===== src/rtl/serial_rx.sv =====
// serial_rx: 8N1 UART receiver with a two-flop input synchronizer, a
// single-byte holding register, and framing/overrun error pulses.
module serial_rx #(
   parameter int CLK_FREQ  = 12_000_000,
   parameter int BAUD_RATE = 115_200
) (
   input  logic       i_clk,
   input  logic       i_rst,
   input  logic       i_rx,
   input  logic       i_rd,
   output logic       o_rdy,
   output logic [7:0] o_data,
   output logic       o_ferr,
   output logic       o_ovr
);
   localparam int BAUD_DIV = CLK_FREQ / BAUD_RATE;
   localparam int HALF_DIV = BAUD_DIV / 2;
   localparam int TW = $clog2(BAUD_DIV);
   localparam logic [TW-1:0] HALF_LOAD = TW'(HALF_DIV - 1);
   localparam logic [TW-1:0] BAUD_LOAD = TW'(BAUD_DIV - 1);
   localparam logic [2:0] IDLE      = 3'd0;
   localparam logic [2:0] START     = 3'd1;
   localparam logic [2:0] DATA      = 3'd2;
   localparam logic [2:0] STOP      = 3'd3;
   localparam logic [2:0] WAIT_HIGH = 3'd4;

   logic          rx_meta, rxs;
   logic [2:0]    state, next;
   logic [TW-1:0] timer;
   logic [2:0]    bit_idx;
   logic [7:0]    shift;
   logic          sample, done, frame_err;

   always_ff @(posedge i_clk)
      if (i_rst) {rx_meta, rxs} <= 2'b11;
      else {rx_meta, rxs} <= {i_rx, rx_meta};

   always_ff @(posedge i_clk)
      if (i_rst) state <= IDLE;
      else state <= next;

   always_comb begin
      next = state;
      case (state)
         IDLE:      next = rxs ? IDLE : START;
         START:     if (sample) next = rxs ? IDLE : DATA;
         DATA:      if (sample && bit_idx == 3'd7) next = STOP;
         STOP:      if (sample) next = rxs ? IDLE : WAIT_HIGH;
         WAIT_HIGH: if (rxs) next = IDLE;
         default:   next = IDLE;
      endcase
   end

   always_comb begin
      sample    = timer == '0 && (state == START || state == DATA || state == STOP);
      done      = sample && state == STOP && rxs;
      frame_err = sample && state == STOP && !rxs;
   end

   always_ff @(posedge i_clk)
      if (i_rst) begin
         timer   <= '0;
         bit_idx <= '0;
         shift   <= '0;
         o_data  <= '0;
         o_rdy   <= 1'b0;
         o_ferr  <= 1'b0;
         o_ovr   <= 1'b0;
      end else begin
         o_ferr <= frame_err;
         o_ovr  <= done && o_rdy && !i_rd;
         if (state == IDLE && !rxs) timer <= HALF_LOAD;
         else if (sample) timer <= BAUD_LOAD;
         else if (timer != '0) timer <= timer - 1'b1;
         if (sample && state == START) bit_idx <= '0;
         if (sample && state == DATA) begin
            shift   <= {rxs, shift[7:1]};
            bit_idx <= bit_idx + 3'd1;
         end
         // a completing byte may replace the held one only if it is read now
         if (done && (!o_rdy || i_rd)) begin
            o_data <= shift;
            o_rdy  <= 1'b1;
         end else if (i_rd) o_rdy <= 1'b0;
      end
endmodule


===== config.mk =====
export PLATFORM = sky130hd
export DESIGN_NAME = serial_rx
export DESIGN_NICKNAME = d
export VERILOG_FILES = /design/src/rtl/serial_rx.sv
export SDC_FILE = /design/constraint.sdc
export NUM_CORES = 1
export LEC_CHECK = 0
export ABC_CLOCK_PERIOD_IN_PS = 4500
export BUFFER_PORTS_ARGS = -buffer_cell sky130_fd_sc_hd__buf_2
export CORE_UTILIZATION = 60
export DETAILED_ROUTE_END_ITERATION = 8
export GPL_TIMING_DRIVEN = 0
export PLACE_DENSITY = 0.88
export REMOVE_ABC_BUFFERS = 1
export SYNTH_ARGS = -nofsm -noshare
export SYNTH_HDL_FRONTEND = slang
export SYNTH_SLANG_ARGS = --single-unit

===== constraint.sdc =====
create_clock -name i_clk -period 4.5 [get_ports i_clk]
set_clock_uncertainty 0.15 [all_clocks]
set_input_delay 0.9 -clock i_clk [delete_from_list [all_inputs] [get_ports i_clk]]
set_output_delay 0.9 -clock i_clk [all_outputs]
set_load 0.01 [all_outputs]

==> summary.md, run 1 <==
| Metric | Value |
|---|---|
| Largest area contributor in the netlist | `dfxtp_1` |
| Required @ worst endpoint | `4.56 ns` |
| Worst r2r src | `timer[1]$_SDFFE_PP0P_` |
| Synth-to-Final Area Change | `9.41%` |
| Fin util | `0.697` |
| Most common cell in the netlist | `dfxtp_1` |
| Status | `finished, final reports clean` |
| Slew headroom | `0.571` |
| Sequential fraction of the synthesis area | `0.483` |
| Fin. Hold Viols | `0` |
| Worst r2r dst | `o_data[5]$_SDFFE_PP0P_` |
| Drc violations | `0` |
| Largest net degree at the start of global routing | `33` |
| Core Rows | `17` |
| Setup TNS | `0 ns` |
| Post-CTS Repair Setup Buffers | `0` |
| GPL Wtd Cong | `0.851` |
| Worst setup path startpoint | `timer[1]$_SDFFE_PP0P_` |
| Placement Setup Slack | `2.36 ns` |
| Chip width | `50.5 um` |
| Antenna violations before repair | `0` |
| Post-DP HPWL | `1920 um` |
| Post-CTS sizing | `0` |
| Worst-Margin Slew | `0.639 ns` |
| Post-synth EDFFs | `0` |
| Yosys top cell area share | `0.483` |
| Vias in the first global route | `1,025` |
| Worst-path clk slew | `0.10 ns` |
| # port buffers | `14` |
| Clock sinks | `34` |
| FF-to-FF path depth | `6` |
| Period utilization | `0.490` |
| Area contributors post-synth | `dfxtp_1 (48%), a21oi_1 (7.5%), nand2_1 (6.1%)` |
| IO Count | `15` |
| Die Y | `50.5 um` |
| Crit end category | `flip-flop` |
| First-pass GRT wire length | `4340 um` |
| Synth cell count leaders | `dfxtp_1 (34), nand2_1 (23), a21oi_1 (21)` |
| Critical path peak fanout | `10` |
| Syn avg cell area | `8.65 um2` |
| RSZ-0062 raised after global routing | `false` |
| Max VDD drop | `0.396 mV` |
| CTS Buf Count | `5` |
| Detailed Route Iter0 Violations | `39` |
| CTS Buffer Depth | `2` |
| Root Buffer Master | `clkbuf_4` |
| Top FF cell, synth | `dfxtp_1` |
| Worst path arrival time | `2.26 ns` |
| Antenna diode count | `0` |
| Number of synthesized register bits | `34` |
| Minimum clock period | `2.21 ns` |
| Final WL | `2790 um` |
| Mapped Cells | `163` |
| Vias | `1,248` |
| Synth Cell Area | `1410 um2` |
| Max-slew violations | `0` |
| All-Layer GR Usage | `0.234` |
| Critical Path Sink | `o_data[5]$_SDFFE_PP0P_` |
| Async SR Flop Fraction | `0` |
| Die ar. | `2550 um2` |
| Max_cap viols | `0` |
| Hold WC Path Type | `flip-flop to flip-flop` |
| CTS tree | `yes` |
| Final nets | `184` |
| Core footprint | `2210 um2` |
| Fmax | `453 MHz` |
| Final setup margin | `2.29 ns` |
| Yosys cell types | `32` |
| Setup CP Type | `flip-flop to flip-flop` |
| FF-to-FF setup slack | `2.29 ns` |
| ANT nets after route | `0` |
| Initial Utilization | `0.637` |
| Routed len/inst | `13.6 um` |
| Leak | `0.585 nW` |
| CP startpoint kind | `flip-flop` |
| # hold bufs at CTS | `0` |
| DR vias/cell | `6.09` |
| Fraction of layout cells with a size suffix above 1 | `0.153` |
| Yosys warns | `0` |
| Total gr overflow | `0` |
| CTS H-tree lvls | `2` |
| Initial DRT Pass Iterations | `5` |
| # setup viols final | `0` |
| Cell area power density | `501 nW/um2` |
| Clock Latency Late Sink | `0.34 ns` |
==> cells in the final DEF (no fill, tap or decap), types with 5 or more instances in the layout <==
| cell type | synthesis | routed |
|---|---|---|
| dfxtp_1 | 34 | 34 |
| clkbuf_4 | 0 | 5 |
| o21ai_0 | 12 | 12 |
| nor2_1 | 8 | 8 |
| a21oi_1 | 21 | 21 |
| buf_2 | 2 | 14 |
| nand2_1 | 23 | 23 |
| a211oi_1 | 5 | 5 |
| nand3_1 | 10 | 10 |
| nor3_1 | 5 | 5 |
==> per-stage QoR <==
step / total power [mW] / cells / hold slack, ns / cell area, um2
5_1_grt: 0.819 / 205 / 0.294 / 1540
2_1_floorplan: 0.545 / 155 / 0.239 / 1380
6_report: 0.772 / 205 / 0.269 / 1540
4_1_cts: 0.770 / 205 / 0.280 / 1540
3_3_place_gp: 0.581 / 197 / 0.245 / 1480
3_5_place_dp: 0.598 / 197 / 0.260 / 1480
==> where the power goes <==
group          switching, mW  total [mW]  internal, mW
Combinational          0.136       0.226        0.0904
Sequential            0.0420       0.373         0.331
Clock                 0.0979       0.174        0.0756
==> registers in the layout, summed over array words and instances, names as in the netlist <==
signal	flops
o_ferr	1
o_ovr	1
bit_idx	3
timer	7
shift	8
rxs	1
state	3
o_rdy	1
rx_meta	1
o_data	8
==> layout make-up <==
| class | count | area, um2 |
|---|---|---|
| timing repair buffer | 14 | 70.1 |
| fill | 191 | 669 |
| tap | 28 | 35.0 |
| clock inverter | 1 | 5.00 |
| multi-input combinational | 119 | 689 |
| sequential | 34 | 681 |
| clock buffer | 7 | 55.1 |
| inverter | 2 | 7.51 |
==> critical path, cell delays in order (launching register included) <==
cell	delay, ns
dfxtp_1	0.35
inv_1	0.10
ha_1	0.21
nor2b_1	0.42
nand4_1	0.43
o21ai_0	0.32
a21oi_1	0.10
==> worst min path at each step <==
stage	from	to	slack (ns)	cells past startpoint
after floorplan	rx_meta$_SDFF_PP1_	rxs$_SDFF_PP1_	0.24	1
after global placement	rx_meta$_SDFF_PP1_	rxs$_SDFF_PP1_	0.24	1
after detailed placement	rx_meta$_SDFF_PP1_	rxs$_SDFF_PP1_	0.26	1
after CTS	rx_meta$_SDFF_PP1_	rxs$_SDFF_PP1_	0.28	1
after global routing	rx_meta$_SDFF_PP1_	rxs$_SDFF_PP1_	0.29	1
final	rx_meta$_SDFF_PP1_	rxs$_SDFF_PP1_	0.27	1
==> logic make-up (layout without fill, tap and decap cells) <==
group,Yosys count,in the layout,share of synthesized area
compound gates,47,47,0.194
simple gates,64,64,0.232
fa+ha+maj,4,4,0.0355
buf+inv,10,24,0.0284
xor+xnor,2,2,0.0124
mux,2,2,0.0142
flops,34,34,0.483
==> layer usage <==
metal  wire length (um)  global-route usage  vias to the layer above
met5                  0                   0                        -
met1               1150               0.290                      570
met4                 83               0.144                        0
li1                   -                   -                      612
met3                221              0.0545                       11
met2               1340               0.367                       55
No activity file was read; power rests on OpenSTA's default activity.
==> run 2, diff against run 1 <==
Settings changed: ABC_AREA set to 1, ABC_CLOCK_PERIOD_IN_PS 4500 to 1800, CORE_UTILIZATION 60 to 51, PLACE_DENSITY 0.88 to 0.8.
Clock period 4.5 ns to 1.8 ns, I/O delays scaled along.
==> run 2 against run 1 <==
Net effect: routed wire length increased by 14%; power increased to 3.7 times the previous value; combinational power increased to 6.1 times the previous value; largest cell class unchanged; cell area increased by 17%; final cell count increased by 24%; hold slack got worse by 0.22 ns; maximum frequency increased by 24%; critical path type unchanged; first-iteration DRC count increased by 5.1%; synthesized cell count increased by 22%; core utilization decreased by 4.9 points.
==> summary.md, run 2 <==
| Metric | Value |
|---|---|
| Status | `finished, final reports clean` |
| CP startpoint kind | `flip-flop` |
| Worst-path clk slew | `0.10 ns` |
| Yosys cell types | `26` |
| Max_cap viols | `0` |
| # setup viols final | `0` |
| Slew headroom | `0.653` |
| Initial DRT Pass Iterations | `4` |
| Required @ worst endpoint | `1.86 ns` |
| Minimum clock period | `1.77 ns` |
| Antenna diode count | `0` |
| Fin Hold WS | `0.0515 ns` |
| Synth Cell Area | `1510 um2` |
| Placement Setup Slack | `-0.628 ns` |
| Setup CP Type | `flip-flop to flip-flop` |
| Post-DP HPWL | `1890 um` |
| Metal3 WL | `200 um` |
| GPL Wtd Cong | `0.906` |
| Final cell count without fillers | `254` |
| Number of synthesized register bits | `34` |
| Vias in the first global route | `1,170` |
| Core footprint | `2780 um2` |
| Async SR Flop Fraction | `0` |
| Met2 wire length | `1340 um` |
| Most frequent cells in the layout | `nand2_1 (33), dfxtp_1 (32), nor2_1 (21)` |
| Final WL | `3170 um` |
| Leak | `0.789 nW` |
| # hold bufs at CTS | `0` |
| RSZ-0062 raised after global routing | `true` |
| Largest net degree at the start of global routing | `23` |
| Top Metal Used | `met4` |
| Yosys warns | `0` |
| Post-synth EDFFs | `0` |
| Reg area | `683 um2` |
| IO Count | `15` |
| Yosys top cell area share | `0.450` |
| Period utilization | `0.985` |
| Final nets | `230` |
| Clock sinks | `34` |
| Mapped Cells | `199` |
| First-pass GRT wire length | `5220 um` |
| Max-slew violations | `0` |
| Root Buffer Master | `clkbuf_4` |
| Post-Route M1 WL | `1560 um` |
| Worst-Margin Slew | `0.519 ns` |
| Cells after DPL | `236` |
| Synth cell count leaders | `nand2_1 (38), dfxtp_1 (34), nor2_1 (23)` |
| Largest regs | `o_data x8, shift x8, timer x7` |
| Most common cell in the netlist | `nand2_1` |
| CTS Buf Count | `5` |
| Fin util | `0.648` |
| CTS tree | `yes` |
| Routed len/inst | `12.5 um` |
| Crit end category | `flip-flop` |
| Synth-to-Final Area Change | `19.3%` |
| DR vias/cell | `5.32` |
| Final setup margin | `0.0273 ns` |
| Critical path peak fanout | `8` |
| Fin. Hold Viols | `0` |
| Combinational Power Share | `0.486` |
| Sequential fraction of the synthesis area | `0.450` |
| Die ar. | `3190 um2` |
| Setup TNS | `0 ns` |
| Syn avg cell area | `7.60 um2` |
| Max VDD drop | `1.52 mV` |
| Worst path arrival time | `1.83 ns` |
| All-Layer GR Usage | `0.214` |
| Vias | `1,352` |
| Sw Share | `0.446` |
| Antenna violations before repair | `0` |
| Initial Utilization | `0.543` |
| # port buffers | `14` |
| Drc violations | `0` |
| ANT nets after route | `0` |
| Int Pwr | `1.56 mW` |
| Top FF cell, synth | `dfxtp_1` |
| Largest area contributor in the netlist | `dfxtp_1` |
| CTS Buffer Depth | `2` |
| CTS H-tree lvls | `2` |
| Total gr overflow | `0` |
| Clock Latency Late Sink | `0.34 ns` |
| Detailed Route Iter0 Violations | `41` |
| Hold WC Path Type | `input port to flip-flop` |
| Clk pwr share | `0.160` |
| Area contributors post-synth | `dfxtp_1 (45%), nand2_1 (9.4%), a21oi_1 (7.0%)` |
| Switching power | `1.26 mW` |
| Die Y | `56.4 um` |
| Sequential share of power | `0.354` |
| Cell area power density | `1570 nW/um2` |
| Chip width | `56.4 um` |
| Commonest non-fill, non-tap cell in the layout | `nand2_1` |
| Core Rows | `19` |
| Fraction of layout cells with a size suffix above 1 | `0.260` |
| Area occupied by multi-input gates | `828 um2` |
| Fill cell count | `233` |
| Fmax | `564 MHz` |
run 2: cell types whose count changed in the layout (fill, tap and decap cells not counted), sizes merged, moves of 3 or more:
| cell | before | now |
|---|---|---|
| nand2b | 3 | 0 |
| nor3 | 5 | 8 |
| inv | 2 | 18 |
| a31oi | 0 | 3 |
| nor2 | 9 | 29 |
| or4 | 3 | 0 |
| buf | 14 | 20 |
| nand2 | 23 | 40 |
| a211oi | 5 | 0 |
| nand3 | 10 | 17 |
run 2: path summary, 6_finish.rpt:
kind | to | from | cells after the start | slack [ns]
setup reg to reg | o_data[3]$_SDFFE_PP0P_ | timer[4]$_SDFFE_PP0P_ | 6 | 0.03
setup / recovery | o_data[3]$_SDFFE_PP0P_ | timer[4]$_SDFFE_PP0P_ | 6 | 0.03
hold / removal | rx_meta$_SDFF_PP1_ | i_rx | 2 | 0.05
hold reg to reg | rxs$_SDFF_PP1_ | rx_meta$_SDFF_PP1_ | 1 | 0.28
run 2: critical path: stages (launching register included):
cell	delay, ns
dfxtp_1	0.34
nor2_1	0.35
nand3_4	0.30
nor2_8	0.26
nand2_4	0.10
nand2_1	0.09
a21oi_1	0.06
run 2: area by class of cell:
class / count / share of cell area
clock inverter: 2 / 0.00694
multi-input combinational: 143 / 0.459
sequential: 34 / 0.379
clock buffer: 6 / 0.0285
inverter: 18 / 0.0389
tap: 31 / 0.0215
timing repair buffer: 20 / 0.0659
run 2: logic make-up (layout without fill, tap and decap cells):
| kind of cell | after synthesis | count (layout) | share of synthesized area |
|---|---|---|---|
| AO/OA/AOI/OAI | 40 | 40 | 0.141 |
| XOR/XNOR | 1 | 1 | 0.00580 |
| adder cells (fa/ha/maj) | 4 | 4 | 0.0331 |
| buffers and inverters | 26 | 46 | 0.0720 |
| flip-flops | 34 | 34 | 0.450 |
| AND/OR/NAND/NOR | 94 | 98 | 0.298 |
run 2: stage by stage:
step / power [mW] / area [um2]
floorplan: 1.81 / 1470
global placement: 2.00 / 1580
detailed placement: 2.01 / 1580
CTS: 2.62 / 1700
global route: 3.03 / 1800
finish: 2.82 / 1800
run 2: routing by layer:
layer	global-route usage	up-vias
li1	-	700
met1	0.283	598
met2	0.311	46
met3	0.0645	8
met4	0.111	0
met5	0	-
run 2: power by group through the flow:
stage                     clock network (mW)  logic [mW]  registers, mW
after global placement                     0       0.998          0.999
after floorplan                            0       0.835          0.980
after CTS                              0.458        1.17          0.990
after global routing                   0.486        1.53           1.01
final                                  0.451        1.37           1.00
after detailed placement                   0        1.01           1.00
run 2: what timing repair did:
item,in CTS,in global routing
pin swaps,3,5
resized for setup,7,17
setup endpoints to repair,28,26
setup buffers,1,5
hold endpoints to repair,0,0
cloned,3,1
